[src/rtl/cart_pkg.sv]
// Shared constants and save-state encoding for the banked cartridge SRAM mapper.
package cart_pkg;

    localparam logic [15:0] CART_WIN_BASE = 16'h4000;
    localparam logic [15:0] CART_WIN_END  = 16'hC000;
    localparam int          MEM_ADDR_W    = 25;

    typedef enum logic [1:0] {
        IDLE  = 2'd0,
        DIRTY = 2'd1,
        REQ   = 2'd2
    } save_state_e;

endpackage

[src/rtl/cart_save_timer.sv]
// Tracks SRAM modification and raises a save request after an idle period.
module cart_save_timer
    import cart_pkg::*;
#(
    parameter int SAVE_TIMEOUT = 1000000
) (
    input  logic        clk,
    input  logic        reset_n,
    input  logic        wr_pulse,
    input  logic        save_ack,
    output logic        dirty,
    output logic        save_req,
    output save_state_e state_dbg
);

    localparam int TW = $clog2(SAVE_TIMEOUT + 1);
    localparam logic [TW-1:0] RELOAD = TW'(SAVE_TIMEOUT - 1);

    save_state_e   r_state;
    logic [TW-1:0] r_timer;
    logic          r_dirty;
    logic          r_save_req;
    logic          r_rewrite;

    // save_req rises registered and stays high until a single-cycle save_ack
    // is seen in REQ; an SRAM write during REQ makes that ack restart the
    // idle timer instead of clearing dirty, because the saved image is stale.
    always_ff @(posedge clk or negedge reset_n) begin
        if (!reset_n) begin
            r_state    <= IDLE;
            r_timer    <= '0;
            r_dirty    <= 1'b0;
            r_save_req <= 1'b0;
            r_rewrite  <= 1'b0;
        end else begin
            case (r_state)
                IDLE: begin
                    if (wr_pulse) begin
                        r_state <= DIRTY;
                        r_dirty <= 1'b1;
                        r_timer <= RELOAD;
                    end
                end
                DIRTY: begin
                    if (wr_pulse) begin
                        r_timer <= RELOAD;
                    end else if (r_timer == '0) begin
                        r_state    <= REQ;
                        r_save_req <= 1'b1;
                    end else begin
                        r_timer <= r_timer - TW'(1);
                    end
                end
                REQ: begin
                    if (wr_pulse) begin
                        r_rewrite <= 1'b1;
                    end else if (save_ack) begin
                        r_save_req <= 1'b0;
                        r_rewrite  <= 1'b0;
                        if (r_rewrite) begin
                            r_state <= DIRTY;
                            r_timer <= RELOAD;
                        end else begin
                            r_state <= IDLE;
                            r_dirty <= 1'b0;
                        end
                    end
                end
                default: r_state <= IDLE;
            endcase
        end
    end

    assign dirty     = r_dirty;
    assign save_req  = r_save_req;
    assign state_dbg = r_state;

endmodule

[src/rtl/cart_banked_sram_mapper.sv]
// MSX cartridge bank mapper: banked ROM windows, one SRAM-capable window, save tracking.
module cart_banked_sram_mapper
    import cart_pkg::*;
#(
    parameter int WIN_LOG2     = 13,
    parameter int NUM_WIN      = 4,
    parameter int BANK_W       = 8,
    parameter int SRAM_SEL_BIT = 4,
    parameter int SRAM_ADDR_W  = 13,
    parameter int FIXED_FIRST  = 1,
    parameter int SAVE_TIMEOUT = 1000000
) (
    input  logic                   clk,
    input  logic                   reset_n,
    input  logic [15:0]            addr,
    input  logic [7:0]             d_from_cpu,
    input  logic                   wr,
    input  logic                   cs,
    output logic [MEM_ADDR_W-1:0]  mem_addr,
    output logic [SRAM_ADDR_W-1:0] sram_addr,
    output logic                   sram_oe,
    output logic                   sram_we,
    output logic                   dirty,
    output logic                   save_req,
    input  logic                   save_ack,
    output save_state_e            save_state
);

    localparam int WIN_W = 15 - WIN_LOG2;

    logic [15:0]       w_off;
    logic              w_in_range;
    logic [WIN_W-1:0]  w_win;
    logic              w_upper;
    logic [BANK_W-1:0] w_bank [NUM_WIN];
    logic [BANK_W-1:0] w_cur_bank;
    logic              r_wr_q;
    logic              w_wstb;
    logic              w_reg_wr;
    logic              w_unused_bits;

    assign w_off      = addr - CART_WIN_BASE;
    assign w_in_range = (addr >= CART_WIN_BASE) && (addr < CART_WIN_END);
    assign w_win      = w_in_range ? w_off[14:WIN_LOG2] : '0;
    assign w_upper    = addr[WIN_LOG2-1];
    assign w_cur_bank = w_bank[w_win];

    // A held wr yields one strobe; wr_q only re-arms once cs&wr drops.
    always_ff @(posedge clk or negedge reset_n) begin
        if (!reset_n) begin
            r_wr_q <= 1'b0;
        end else begin
            r_wr_q <= cs & wr;
        end
    end

    assign w_wstb   = cs & wr & ~r_wr_q;
    assign w_reg_wr = w_wstb & w_in_range & ~w_upper;

    for (genvar i = 0; i < NUM_WIN; i++) begin : g_bank
        if (FIXED_FIRST != 0 && i == 0) begin : g_fixed
            assign w_bank[i] = '0;
        end else begin : g_reg
            logic [BANK_W-1:0] r_bank;
            always_ff @(posedge clk or negedge reset_n) begin
                if (!reset_n) begin
                    r_bank <= BANK_W'(i);
                end else if (w_reg_wr && (w_win == WIN_W'(i))) begin
                    r_bank <= d_from_cpu[BANK_W-1:0];
                end
            end
            assign w_bank[i] = r_bank;
        end
    end

    assign mem_addr  = {{(MEM_ADDR_W - SRAM_SEL_BIT - WIN_LOG2){1'b0}},
                        w_cur_bank[SRAM_SEL_BIT-1:0], addr[WIN_LOG2-1:0]};
    assign sram_addr = {w_cur_bank[SRAM_SEL_BIT+1], addr[SRAM_ADDR_W-2:0]};
    assign sram_oe   = cs & w_in_range & w_cur_bank[SRAM_SEL_BIT];

    // Only the upper half of the last window accepts SRAM writes.
    assign sram_we = w_wstb & w_in_range & w_upper
                   & (w_win == WIN_W'(NUM_WIN - 1))
                   & w_bank[NUM_WIN-1][SRAM_SEL_BIT];

    assign w_unused_bits = ^{w_off[15], w_off[WIN_LOG2-1:0],
                             w_cur_bank[BANK_W-1:SRAM_SEL_BIT+2]};

    cart_save_timer #(
        .SAVE_TIMEOUT(SAVE_TIMEOUT)
    ) u_save_timer (
        .clk      (clk),
        .reset_n  (reset_n),
        .wr_pulse (sram_we),
        .save_ack (save_ack),
        .dirty    (dirty),
        .save_req (save_req),
        .state_dbg(save_state)
    );

endmodule

[config.mk]
export PLATFORM = sky130hd
export DESIGN_NAME = cart_banked_sram_mapper
export DESIGN_NICKNAME = d
export VERILOG_FILES = /design/src/rtl/cart_pkg.sv /design/src/rtl/cart_save_timer.sv /design/src/rtl/cart_banked_sram_mapper.sv
export SDC_FILE = /design/constraint.sdc
export NUM_CORES = 1
export LEC_CHECK = 0
export ABC_AREA = 1
export BUFFER_PORTS_ARGS = -buffer_cell sky130_fd_sc_hd__buf_2
export CORE_AREA = 3 3 95 97
export CTS_CLUSTER_SIZE = 30
export DETAILED_ROUTE_END_ITERATION = 16
export DIE_AREA = 0 0 98 100
export PLACE_DENSITY = 0.56
export SYNTH_ARGS = -nofsm -noshare
export SYNTH_HDL_FRONTEND = slang
export SYNTH_HIERARCHICAL = 1
export SYNTH_SLANG_ARGS = --single-unit
[constraint.sdc]
create_clock -name clk -period 5 [get_ports clk]
set_input_delay 1 -clock clk [delete_from_list [all_inputs] [get_ports clk]]
set_output_delay 1 -clock clk [all_outputs]
set_load 0.005 [all_outputs]
==> summary.md, run 1 <==
| Metric | Value |
|---|---|
| FILL cells | 866 |
| Post-DRT Antenna Nets | 0 |
| Post-Syn Instances | 392 |
| CP cell instances | buf_2 > inv_1 > nand2_1 > nand2_1 > nor2_4 > nor3b_2 > buf_2 |
| Post-Syn Area per Cell | 7.32 um2 |
| Ant diodes | 0 |
| Largest cells by area after synthesis | dfrtp_1 35%, nand2_1 18%, buf_4 9.4% |
| Clk Latency, worst-skew pair | 0.30 ns |
| CTS Hold Bufs | 0 |
| Switch Pwr | 344 uW |
| Placement Rows | 33 |
| CP Data Arrival Time | 2.60 ns |
| Met3 WL | 253 um |
| Yosys cell types | 30 |
| CP Max Fanout | 22 |
| Slowest stage cell on the critical path | nor3b_2 |
| Clock sink count | 44 |
| Largest net degree at the start of global routing | 45 |
| Post-synthesis sequential area ratio | 38.6% |
| DRT met1 WL | 3.03 mm |
| CP Capture Type | output pin |
| Die area | 9800 um2 |
| Dpl cell area | 2840 um2 |
| First-pass GRT wire length | 10.6 mm |
| Fin area | 2930 um2 |
| WL/cell | 12.4 um |
| Max cap viols | 0 |
| Resized Gates After CTS | 0 |
| Worst reg-to-reg setup slack | 2.15 ns |
| Outcome | complete, no violations |
| GRT Overall Usage | 13.0% |
| Seq cells post-synth | 44 |
| Initial DRC count | 143 |
| CTS max path bufs | 2 |
| Commonest non-fill, non-tap cell in the layout | nand2_1 |
| Leakage power | 1.51 nW |
| Critical Path Start | addr[15] |
| Int Pwr | 601 uW |
| Vias in the first global route | 2245 |
| Htree depth | 2 |
| RePlAce Congestion | 0.837 |
| Slowest stage delay, CP | 0.65 ns |
| Final setup vio count | 0 |
| Netlist Area Pre-Place | 2870 um2 |
| Core ar. | 8220 um2 |
| Final Max Slew Viols | 0 |
| TritonCTS buffer count | 5 |
| Final period util | 72.1% |
| Most frequent cells in the layout | 135 x nand2_1, 40 x dfrtp_1, 37 x nor2_1 |
| Min Tclk post-route | 3.60 ns |
| Comb power frac | 24.7% |
| Post-synth top area cell | dfrtp_1 |
| IO Pins | 73 |
| Nets | 421 |
| Detailed Route WL | 6.13 mm |
| CP endpoint | sram_we |
| Worst Reg-to-Reg Cells | 12 |
| Worst Path Required | 4.00 ns |
| Area Growth Syn to Fin | 2.14% |
| Initial antenna violation count | 0 |
| Critical path class | in2out |
| Critical path depth | 7 |
| Layout cell share with drive strength beyond 1 | 14.6% |
| Post-CTS Setup Bufs | 0 |
| Via-to-Cell Ratio | 4.79 |
| Peak supply drop | 106 uV |
| Met2 WL | 2.72 mm |
| Flop pwr share | 50.7% |
| Hold Violations, Final | 0 |
| Reg2reg end | u_save_timer/r_timer[16] |
| Worst Hold Class | reg2reg |
| Detailed Place HPWL | 4.32 mm |
| Aggregate global routing overflow | 0 |
| Total power | 945 uW |
| TritonCTS clock tree | done |
| Clock skew | 0.0152 ns |
| Chip width | 98 um |
| Starting Density | 34.9% |
| Clock power frac | 24.7% |
| RSZ-0062 raised after global routing | false |
| Die height | 100 um |
| CP startpoint kind | primary input |
| YS warnings | 6 |
| Final TNS setup | 0 ns |
| Drt pass-1 iters | 4 |
| Synth top area share | 34.9% |
| Vias | 2378 |
| CP delay by family, top | simple AND/OR/NAND/NOR gates |
| Net Sw Frac | 36.4% |
| Highest clock rate | 278 MHz |
| Crit path buf inv count | 3 |
| Normalized max-slew margin | 32.6% |
| Pwr dens | 323 nW/um2 |
| IO Port Bufs | 26 |
| Root Driver | clkbuf_8 |
| Reg clk slew, reported paths | 0.09 ns |
| DRC | 0 |
| R2r startpoint | r_wr_q |
| Slew @ Worst Pin | 1.01 ns |
| Top routing layer in use | met4 |
| HP Start | g_bank[3].g_reg.r_bank[5] |
==> worst min path at each step <==
stage | depth (start not counted) | endpoint
final | 2 | g_bank[3].g_reg.r_bank[5]
after global routing | 2 | g_bank[3].g_reg.r_bank[0]
after CTS | 2 | g_bank[3].g_reg.r_bank[0]
after detailed placement | 2 | g_bank[3].g_reg.r_bank[2]
after global placement | 2 | g_bank[3].g_reg.r_bank[1]
after floorplan | 2 | g_bank[2].g_reg.r_bank[4]
==> power by group through the flow <==
stage | clock network [mW] | logic [mW] | registers (mW)
2_1_floorplan | 0 | 0.201 | 0.470
3_3_place_gp | 0 | 0.229 | 0.484
3_5_place_dp | 0 | 0.233 | 0.484
4_1_cts | 0.245 | 0.235 | 0.478
5_1_grt | 0.254 | 0.272 | 0.490
6_report | 0.233 | 0.233 | 0.479
==> Yosys cell counts (all sizes together) <==
master    n
o31ai     1
nand2   136
a21oi     7
nor3b     2
o21ai    19
inv      28
nand3    29
dfstp     4
xnor2     1
xor2      5
nor2     47
nand4    23
nor3      1
dfrtp    40
ha        2
buf      43
conb      1
o211ai    1
nand3b    2
==> flip-flops by register name, summed over array words and instances, names as in the netlist <==
signal                  count
u_save_timer/state_dbg      2
u_save_timer/dirty          1
r_wr_q                      1
u_save_timer/r_rewrite      1
u_save_timer/r_timer       20
u_save_timer/save_req       1
g_bank.g_reg.r_bank        18
==> worst register-to-register path, cell delays in order (launching register included) <==
cell and delay [ns]:
dfrtp_1 0.37, inv_1 0.05, nand3_1 0.10, nor2_4 0.45
nor3b_2 0.65, inv_1 0.13, nand2_1 0.11, nand3_2 0.10
nor2_4 0.16, nand2_4 0.19, inv_1 0.31, nand2_1 0.09
nand2_1 0.06
==> metrics by stage <==
stage	utilization, %	instances	hold WS (ns)	setup WS, ns
after floorplan	-	399	0.434	2.14
after CTS	35.6	496	0.480	1.37
after global routing	35.6	496	0.498	1.23
after detailed placement	34.6	488	0.458	1.37
final	35.6	496	0.478	1.40
after global placement	34.6	488	0.452	1.35
==> routing by layer <==
layer | global-route usage [%] | vias up
met5 | 0 | -
li1 | - | 1219
met1 | 17.5 | 1115
met4 | 5.22 | 0
met2 | 20.5 | 32
met3 | 2.71 | 12
==> final cells by class <==
class	count	area (um2)	area share, %
clock buffers	5	68.8	2.35
clock inverters	3	21.3	0.726
inverters	28	105	3.59
multi-input cells	284	1360	46.4
flip-flops and latches	44	1110	37.8
well taps	105	131	4.49
repair buffers	27	138	4.70
==> kinds of logic (layout without fill, tap and decap cells) <==
group	Yosys count	after routing	synth area share, %
and+or+nand+nor	240	240	38.6
AOI/OAI and AO/OA	28	28	5.06
xor gates and xnor gates	6	6	1.83
adders and majority gates	2	2	0.872
other	1	8	0.131
buffers and inverters	71	63	15.0
DFF	44	44	38.6
No activity file was read; power rests on OpenSTA's default activity.
==> run 2: changes to the inputs <==
Settings changed: PLACE_DENSITY 0.56 to 0.58.
Clock period 5 ns to 3.16 ns, I/O delays scaled along.
==> summary.md, run 2 (synthesis gave the netlist of run 1 again) <==
| Metric | Value |
|---|---|
| Reg clk slew, reported paths | 0.10 ns (about the same) |
| Htree depth | 2 (unchanged) |
| CP startpoint kind | primary input |
| Clock sink count | 44 (unchanged) |
| Chip width | 98 um (unchanged) |
| Vias | 2334 (-1.9%) |
| Most frequent cells in the layout | 135 x nand2_1, 40 x dfrtp_1, 37 x nor2_1 |
| Initial DRC count | 124 (-13%) |
| CP Max Fanout | 27 (+23%) |
| CTS Hold Bufs | 0 (unchanged) |
| CP Data Arrival Time | 2.53 ns (-0.07 ns) |
| Max reg flops | 20 (unchanged) |
| RSZ-0062 raised after global routing | false |
| Normalized max-slew margin | 32.3% (-0.28 points) |
| Die height | 100 um (unchanged) |
| Most flop-heavy register | u_save_timer/r_timer |
| Final period util | 72.5% |
| RePlAce Congestion | 0.879 (+5.1%) |
| Vias in the first global route | 2281 (+1.6%) |
| Comb power frac | 23.6% (-1.1 points) |
| CTS max path bufs | 2 (unchanged) |
| Nets | 427 (+1.4%) |
| Slew @ Worst Pin | 1.01 ns (+0.00418 ns) |
| Largest net degree at the start of global routing | 45 (unchanged) |
| Ant diodes | 0 (unchanged) |
| Worst Hold Class | reg2reg |
| Clk Latency, worst-skew pair | 0.30 ns (about the same) |
| GRT Overall Usage | 13.0% (-0.054 points) |
| Clock skew | 0.00961 ns (-0.00561 ns) |
| Hold Violations, Final | 0 (unchanged) |
| CP Capture Type | register |
| Setup WS pre-CTS | 0.536 ns (-0.833 ns) |
| Placement Rows | 33 (unchanged) |
| Int Pwr | 1.04 mW (+72%) |
| Critical path class | in2reg |
| WL/cell | 12.3 um (-0.37%) |
| TritonCTS buffer count | 5 (unchanged) |
| Peak supply drop | 234 uV (+120%) |
| Starting Density | 34.9% (unchanged) |
| IO Pins | 73 (unchanged) |
| Max cap viols | 0 (unchanged) |
| Post-CTS Setup Bufs | 0 (unchanged) |
| Detailed Place HPWL | 4.32 mm (about the same) |
| Flop pwr share | 47.9% (-2.8 points) |
| Core ar. | 8220 um2 (unchanged) |
| Via-to-Cell Ratio | 4.65 (-3.0%) |
| Setup ws final | 0.870 ns (-0.527 ns) |
| Min Tclk post-route | 2.29 ns |
| Drt pass-1 iters | 4 (unchanged) |
| Layout cell share with drive strength beyond 1 | 15.9% (+1.3 points) |
| Area Growth Syn to Fin | 4.58% |
| Pwr dens | 526 nW/um2 (+63%) |
| Die area | 9800 um2 (unchanged) |
| Switch Pwr | 544 uW (+58%) |
| Post-DRT Antenna Nets | 0 (unchanged) |
| Root Driver | clkbuf_8 |
| TritonCTS clock tree | done |
| Leakage power | 1.55 nW (+2.7%) |
| Dpl cell area | 2880 um2 (+1.6%) |
| DRC | 0 (unchanged) |
| First-pass GRT wire length | 10.5 mm (-0.84%) |
| Fin area | 3000 um2 (+2.4%) |
| Clock power frac | 28.5% (+3.8 points) |
| Highest clock rate | 437 MHz |
| Aggregate global routing overflow | 0 (unchanged) |
| Initial antenna violation count | 0 (unchanged) |
| FILL cells | 887 (+2.4%) |
| Commonest non-fill, non-tap cell in the layout | nand2_1 |
| Outcome | complete, no violations |
| Resized Gates After CTS | 0 (unchanged) |
| Final setup vio count | 0 (unchanged) |
| Net Sw Frac | 34.4% (-1.9 points) |
| Final TNS setup | 0 ns (unchanged) |
| Worst Path Required | 3.40 ns (-0.60 ns) |
| Detailed Route WL | 6.18 mm (+0.83%) |
| IO Port Bufs | 26 (unchanged) |
| Final Max Slew Viols | 0 (unchanged) |
-- run 2: changes by cell type in the layout (fill, tap and decap cells not counted) --
cell	before	now
bufinv_16	0	1
clkinv_2	1	0
buf_4	1	7
-- run 2: metrics by stage --
step	power, mW	cells	utilization, %	hold WS [ns]
floorplan	1.06	399	-	0.336
global placement	1.13	494	35.1	0.452
detailed placement	1.14	494	35.1	0.453
CTS	1.60	502	36.5	0.468
global route	1.70	502	36.5	0.500
finish	1.58	502	36.5	0.467
-- run 2: path summary, 6_finish.rpt --
path	from	slack, ns	depth (start not counted)	end
hold / removal	g_bank[3].g_reg.r_bank[1]	0.47	2	g_bank[3].g_reg.r_bank[1]
setup / recovery	addr[14]	0.87	15	u_save_timer/r_timer[9]
hold reg to reg	g_bank[3].g_reg.r_bank[1]	0.47	2	g_bank[3].g_reg.r_bank[1]
max in group asynchronous	reset_n	2.03	1	u_save_timer/r_timer[15]
setup reg to reg	r_wr_q	1.04	13	u_save_timer/r_timer[9]
min in group asynchronous	reset_n	0.49	1	u_save_timer/r_timer[10]
-- run 2: final cells by class --
cell class	count	area [um2]	area share [%]
Clock buffer	5	68.8	2.29
Clock inverter	3	46.3	1.54
Inverter	28	105	3.50
Multi-Input combinational cell	284	1360	45.3
Sequential cell	44	1110	36.9
Tap cell	105	131	4.38
Timing Repair Buffer	33	183	6.09
-- run 2: power groups by stage --
stage | Combinational [mW] | Sequential (mW) | Clock [mW]
floorplan | 0.318 | 0.744 | 0
detailed placement | 0.373 | 0.765 | 0
global placement | 0.366 | 0.764 | 0
global route | 0.435 | 0.777 | 0.491
CTS | 0.375 | 0.755 | 0.465
finish | 0.372 | 0.757 | 0.450
-- run 2: worst max-delay path, stage by stage --
cell and delay (ns):
buf_2 0.11, inv_1 0.06, nand2_1 0.08, nor2_1 0.13, nand2_1 0.09, nor3b_2 0.16, buf_4 0.21, inv_1 0.08
nand2_1 0.08, nand3_2 0.10, nor2_4 0.17, nand2_4 0.20, inv_1 0.27, nand2_1 0.09, nand2_1 0.07
-- run 2: per-layer routing --
layer / up-vias / global-route usage [%] / part of all wire (%)
met5: - / 0 / 0
met2: 49 / 21.3 / 46
li1: 1224 / - / -
met1: 1057 / 17.3 / 48
met3: 4 / 2.99 / 5.9
met4: 0 / 3.41 / 0.55
